File: config.mk
export PLATFORM = sky130hd
export DESIGN_NAME = fetch_stage_flat
export DESIGN_NICKNAME = d
export VERILOG_FILES = /design/src/rtl/fetch_if.sv /design/src/rtl/fetch_stage.sv /design/src/flat_wrapper.sv
export SDC_FILE = /design/constraint.sdc
export NUM_CORES = 1
export LEC_CHECK = 0
export CAP_MARGIN = 25
export CORE_MARGIN = 2
export CORE_UTILIZATION = 44
export CTS_CLUSTER_DIAMETER = 80
export CTS_CLUSTER_SIZE = 14
export DETAILED_ROUTE_END_ITERATION = 12
export GPL_TIMING_DRIVEN = 0
export PLACE_DENSITY = 0.86
export SYNTH_ARGS = -nofsm -noshare
export SYNTH_HDL_FRONTEND = slang
export SYNTH_SLANG_ARGS = --single-unit
File: constraint.sdc
create_clock -name clk -period 4.8 [get_ports clk]
set_input_delay 0.96 -clock clk [delete_from_list [all_inputs] [get_ports clk]]
set_output_delay 0.96 -clock clk [all_outputs]
set_load 0.02 [all_outputs]
File: src/rtl/fetch_if.sv
// Fetch-stage bundle: redirect/stall controls, instruction-memory port and IF/ID outputs.
// The fetch stage takes the slave modport. The driving environment takes the master modport.
interface fetch_if;
    logic        stall;
    logic        branch_taken;
    logic [31:0] branch_target;
    logic        jump;
    logic [25:0] jump_index;
    logic [31:0] imem_addr;
    logic [31:0] imem_data;
    logic        imem_valid;
    logic [31:0] pc_out;
    logic [31:0] if_id_instruction;
    logic [31:0] if_id_pcplus4;
    logic        if_id_valid;
    logic [31:0] fetch_count;
    logic        fault;

    modport slave (
        input  stall, branch_taken, branch_target, jump, jump_index,
        input  imem_data, imem_valid,
        output imem_addr, pc_out, if_id_instruction, if_id_pcplus4,
        output if_id_valid, fetch_count, fault
    );

    modport master (
        output stall, branch_taken, branch_target, jump, jump_index,
        output imem_data, imem_valid,
        input  imem_addr, pc_out, if_id_instruction, if_id_pcplus4,
        input  if_id_valid, fetch_count, fault
    );
endinterface

File: src/rtl/fetch_stage.sv
// MIPS instruction-fetch stage: owns the PC, issues fetches and fills the IF/ID register.
// Handles branch/jump redirects, decode stalls, memory wait states and misaligned-target faults.
//
// state | meaning
// RUN   | normal fetch, last fetch completed
// MISS  | memory returned wait, fetch of current PC outstanding
// FAULT | misaligned branch target seen, frozen until reset
module fetch_stage #(
    parameter logic [31:0] RESET_PC = 32'h0000_0000
) (
    input logic clk,
    input logic rst,
    fetch_if.slave fif
);
    typedef enum logic [1:0] {RUN, MISS, FAULT} state_t;

    // The low PC bits are forced to zero so a misaligned RESET_PC cannot leak through.
    localparam logic [31:0] RESET_PC_ALIGNED = {RESET_PC[31:2], 2'b00};

    state_t      state, state_n;
    logic [31:0] pc, pc_n;
    logic [31:0] instr, instr_n;
    logic [31:0] pc4, pc4_n;
    logic        valid, valid_n;
    logic [31:0] count, count_n;
    logic [31:0] pc_inc;

    assign pc_inc = pc + 32'd4;

    always_ff @(posedge clk or posedge rst) begin
        if (rst) begin
            state <= RUN;
            pc    <= RESET_PC_ALIGNED;
            instr <= '0;
            pc4   <= '0;
            valid <= 1'b0;
            count <= '0;
        end else begin
            state <= state_n;
            pc    <= pc_n;
            instr <= instr_n;
            pc4   <= pc4_n;
            valid <= valid_n;
            count <= count_n;
        end
    end

    always_comb begin
        state_n = state;
        pc_n    = pc;
        instr_n = instr;
        pc4_n   = pc4;
        valid_n = valid;
        count_n = count;

        if (state == FAULT) begin
            instr_n = '0;
            valid_n = 1'b0;
        end else if (fif.branch_taken) begin
            // A taken branch flushes IF/ID even when the target turns out to be misaligned.
            instr_n = '0;
            valid_n = 1'b0;
            if (fif.branch_target[1:0] != 2'b00) begin
                state_n = FAULT;
            end else begin
                pc_n    = fif.branch_target;
                state_n = RUN;
            end
        end else if (fif.jump) begin
            pc_n    = {pc4[31:28], fif.jump_index, 2'b00};
            instr_n = '0;
            valid_n = 1'b0;
            state_n = RUN;
        end else if (fif.stall) begin
            state_n = state;
        end else if (!fif.imem_valid) begin
            instr_n = '0;
            valid_n = 1'b0;
            state_n = MISS;
        end else begin
            pc_n    = pc_inc;
            instr_n = fif.imem_data;
            pc4_n   = pc_inc;
            valid_n = 1'b1;
            count_n = count + 32'd1;
            state_n = RUN;
        end
    end

    assign fif.imem_addr         = pc;
    assign fif.pc_out            = pc;
    assign fif.if_id_instruction = instr;
    assign fif.if_id_pcplus4     = pc4;
    assign fif.if_id_valid       = valid;
    assign fif.fetch_count       = count;
    assign fif.fault             = (state == FAULT);
endmodule

File: src/flat_wrapper.sv
// flat-port wrapper written by rule: the top's interface ports become plain ports
module fetch_stage_flat 
#(
    parameter logic [31:0] RESET_PC = 32'h0000_0000
)
  (clk, rst, fif_stall, fif_branch_taken, fif_branch_target, fif_jump, fif_jump_index, fif_imem_data, fif_imem_valid, fif_imem_addr, fif_pc_out, fif_if_id_instruction, fif_if_id_pcplus4, fif_if_id_valid, fif_fetch_count, fif_fault);
  fetch_if fif_i ();
  input logic clk;
  input logic rst;
  input wire logic [$bits(fif_i.stall)-1:0] fif_stall;
  input wire logic [$bits(fif_i.branch_taken)-1:0] fif_branch_taken;
  input wire logic [$bits(fif_i.branch_target)-1:0] fif_branch_target;
  input wire logic [$bits(fif_i.jump)-1:0] fif_jump;
  input wire logic [$bits(fif_i.jump_index)-1:0] fif_jump_index;
  input wire logic [$bits(fif_i.imem_data)-1:0] fif_imem_data;
  input wire logic [$bits(fif_i.imem_valid)-1:0] fif_imem_valid;
  output wire logic [$bits(fif_i.imem_addr)-1:0] fif_imem_addr;
  output wire logic [$bits(fif_i.pc_out)-1:0] fif_pc_out;
  output wire logic [$bits(fif_i.if_id_instruction)-1:0] fif_if_id_instruction;
  output wire logic [$bits(fif_i.if_id_pcplus4)-1:0] fif_if_id_pcplus4;
  output wire logic [$bits(fif_i.if_id_valid)-1:0] fif_if_id_valid;
  output wire logic [$bits(fif_i.fetch_count)-1:0] fif_fetch_count;
  output wire logic [$bits(fif_i.fault)-1:0] fif_fault;
  assign fif_i.stall = fif_stall;
  assign fif_i.branch_taken = fif_branch_taken;
  assign fif_i.branch_target = fif_branch_target;
  assign fif_i.jump = fif_jump;
  assign fif_i.jump_index = fif_jump_index;
  assign fif_i.imem_data = fif_imem_data;
  assign fif_i.imem_valid = fif_imem_valid;
  assign fif_imem_addr = fif_i.imem_addr;
  assign fif_pc_out = fif_i.pc_out;
  assign fif_if_id_instruction = fif_i.if_id_instruction;
  assign fif_if_id_pcplus4 = fif_i.if_id_pcplus4;
  assign fif_if_id_valid = fif_i.if_id_valid;
  assign fif_fetch_count = fif_i.fetch_count;
  assign fif_fault = fif_i.fault;
  fetch_stage #(.RESET_PC(RESET_PC)) u_core (.clk(clk), .rst(rst), .fif(fif_i));
endmodule
==> results.sh <==
export IMPL_run_status="finished clean"
export IMPL_hold_path_class="reg -> reg"
export IMPL_die_width_um=126
export IMPL_rsz0062_at_grt="no"
export IMPL_fin_crit_ps=3290
export IMPL_cts_made_buffers=17
export IMPL_grt_max_degree=72
export IMPL_synth_most_common_cell="dfrtp_1"
export IMPL_synth_ff_type="dfrtp_1"
export IMPL_skew_ps=4.76
export IMPL_num_antenna_cells=0
export IMPL_synth_top_area_cell="dfrtp_1"
export IMPL_critPathLaunchType="input pin"
export IMPL_initial_core_util_pct=45.1
export IMPL_worst_pin_slew_ps=789
export IMPL_insertion_delay_ps=420
export IMPL_yosys_top_cells_count="dfrtp_1 (131), nand2_1 (75), o21ai_0 (47)"
export IMPL_grt_overflow=0
export IMPL_place_hpwl_mm=15.3
export IMPL_tns_ps=0
export IMPL_power_density_nw_per_um2=402
export IMPL_fill_cells=1095
export IMPL_post_cts_resized=0
export IMPL_detail_route_antenna_nets=0
export IMPL_ctsHoldBuffers=0
export IMPL_cp_required_ps=5090
export IMPL_synth_edf_count=0
export IMPL_whs_path_depth=2
export IMPL_antenna_found_initial=0
export IMPL_synth_area_leaders="dfrtp_1 (50%), a22o_1 (4.4%), nand2_1 (4.3%)"
export IMPL_async_reset_ff_share_pct=100
export IMPL_drv_cap=0
export IMPL_drt_total_wl_mm=21.7
export IMPL_cts_tree="done"
export IMPL_max_clock_path_buffers=2
export IMPL_cts_clk_slew_worst_paths_ps=60
export IMPL_syn_area_per_cell_um2=10.0
export IMPL_hold_viol=0
export IMPL_postPlaceCellArea_um2=9410
export IMPL_gr_usage_all_layers_pct=26.8
export IMPL_via_count=6405
export IMPL_drt_vias_per_instance=5.67
export IMPL_dieArea_um2=16000
export IMPL_routabilityCongestion=0.915
export IMPL_fin_crit_sh_pct=68.5
export IMPL_leakage_nw=4.37
export IMPL_grt_pass1_wl_mm=33.4
export IMPL_syn_area_um2=6580
export IMPL_synth_ff_latch_count=131
export IMPL_final_area_um2=10100
export IMPL_cts_max_level=4
export IMPL_total_power_w=0.00405
export IMPL_synth_cell_types=57
export IMPL_peakVddDrop_mv=0.248
export IMPL_slew_violations=0
export IMPL_io_buffers=256
export IMPL_rows=44
export IMPL_syn_inst=657
export IMPL_drtPass1Iterations=7
export IMPL_grt_pass1_vias=6223
export IMPL_cp_arrival_ps=3580
export IMPL_route_detailed_drc=0
export IMPL_core_um2=14600
export IMPL_cts_setup_buffers=0
export IMPL_cts_sinks=131
export IMPL_setup_viol=0
export IMPL_fmax_ghz=0.304
export IMPL_drive_gt1_share_pct=10.3
export IMPL_slew_headroom_pct=46.9
export IMPL_utilization_pct=69.1
export IMPL_end_kind="flop"
export IMPL_critPathMaxFanout=10
export IMPL_io_pins=258
export IMPL_ys_warn_count=0
export IMPL_die_h_um=126
export IMPL_syn_num_nets=755
export IMPL_area_growth_syn_to_layout_pct=53.2
export IMPL_crit_type="in -> reg"
export IMPL_avgRoutedWirePerCell_um=19.2
export IMPL_yosysSeqAreaShare_pct=49.8
export IMPL_layout_nets=1031
export IMPL_synth_top_area_share_pct=49.8
export IMPL_dr_first_iter_drc_count=703
export IMPL_ff2ff_path_depth=7
export IMPL_cts_root_buf="clkbuf_16"
[power breakdown]
part	total [W]	leakage [nW]	switching, W	internal [W]
combinational	0.00117	2.33	0.000554	0.000613
clock	0.00148	0.323	0.000494	0.000988
sequential	0.00140	1.72	0.000194	0.00121
[worst max-delay path, stage by stage]
cell and delay [ps]:
clkdlybuf4s50_1 600, clkbuf_1 480, clkinv_1 540, o21ai_0 460, nor2_1 110, a222oi_1 340
o2bb2ai_1 90
[final timing paths]
path                                        startpoint                      endpoint  slack, ps
max in group asynchronous                          rst  u_core.fif.if_id_pcplus4[26]       2990
setup reg to reg                       u_core.state[1]      u_core.fif.imem_addr[17]       2210
setup / recovery                      fif_branch_taken      u_core.fif.imem_addr[13]       1510
hold / removal             u_core.fif.if_id_pcplus4[1]   u_core.fif.if_id_pcplus4[1]        480
hold reg to reg            u_core.fif.if_id_pcplus4[1]   u_core.fif.if_id_pcplus4[1]        480
min in group asynchronous                          rst    u_core.fif.fetch_count[25]       1010
[kinds of logic after synthesis]
logic type	count (synthesis)	synth area share, %
compound gates	167	17.7
xor+xnor	58	7.72
fa+ha+maj	2	0.380
buf+inv	89	7.39
flops	131	49.8
mux	1	0.152
simple gates	209	16.9
[registers in the layout, indices dropped and copies added, names as in the netlist]
name                          cells
u_core.fif.fetch_count           32
u_core.fif.if_id_instruction     32
u_core.fif.if_id_pcplus4         32
u_core.fif.if_id_valid            1
u_core.fif.imem_addr             32
u_core.state                      2
[per-stage QoR]
stage / worst slack [ps] / hold WS [ps] / cells
floorplan: 342 / 479 / 657
global placement: -1510 / 458 / 1097
detailed placement: 1300 / 467 / 1098
CTS: 1660 / 481 / 1130
global route: 1390 / 498 / 1130
finish: 1510 / 479 / 1130
[area by class of cell]
type / count / area, um^2 / area share [%]
sequential: 131 / 3280 / 32.5
multi-input combinational: 437 / 2820 / 27.9
timing repair buffer: 257 / 2590 / 25.7
clock buffer: 19 / 443 / 4.39
buffer: 69 / 412 / 4.08
clock inverter: 13 / 231 / 2.30
tap: 184 / 230 / 2.28
inverter: 20 / 80.1 / 0.794
[cell usage in the layout, fill, tap and decap left out, types with 24 or more instances in the layout]
cell and n:
xor2_1 32, nand2_1 75, o21ai_0 47, nand3_1 29, buf_4 34, nor2_1 33, a21oi_1 29, clkbuf_1 24
clkdlybuf4s50_1 256, a22o_1 33, xnor2_1 26, dfrtp_1 131
[per-layer routing]
layer | wire length [um] | up-vias | global-route usage [%]
met5 | 0 | - | 0
met4 | 669 | 0 | 11.2
met3 | 1780 | 62 | 6.24
met2 | 10300 | 376 | 43.5
met1 | 8900 | 3082 | 34.6
li1 | - | 2885 | -
Power figures use the tool's default switching activity.
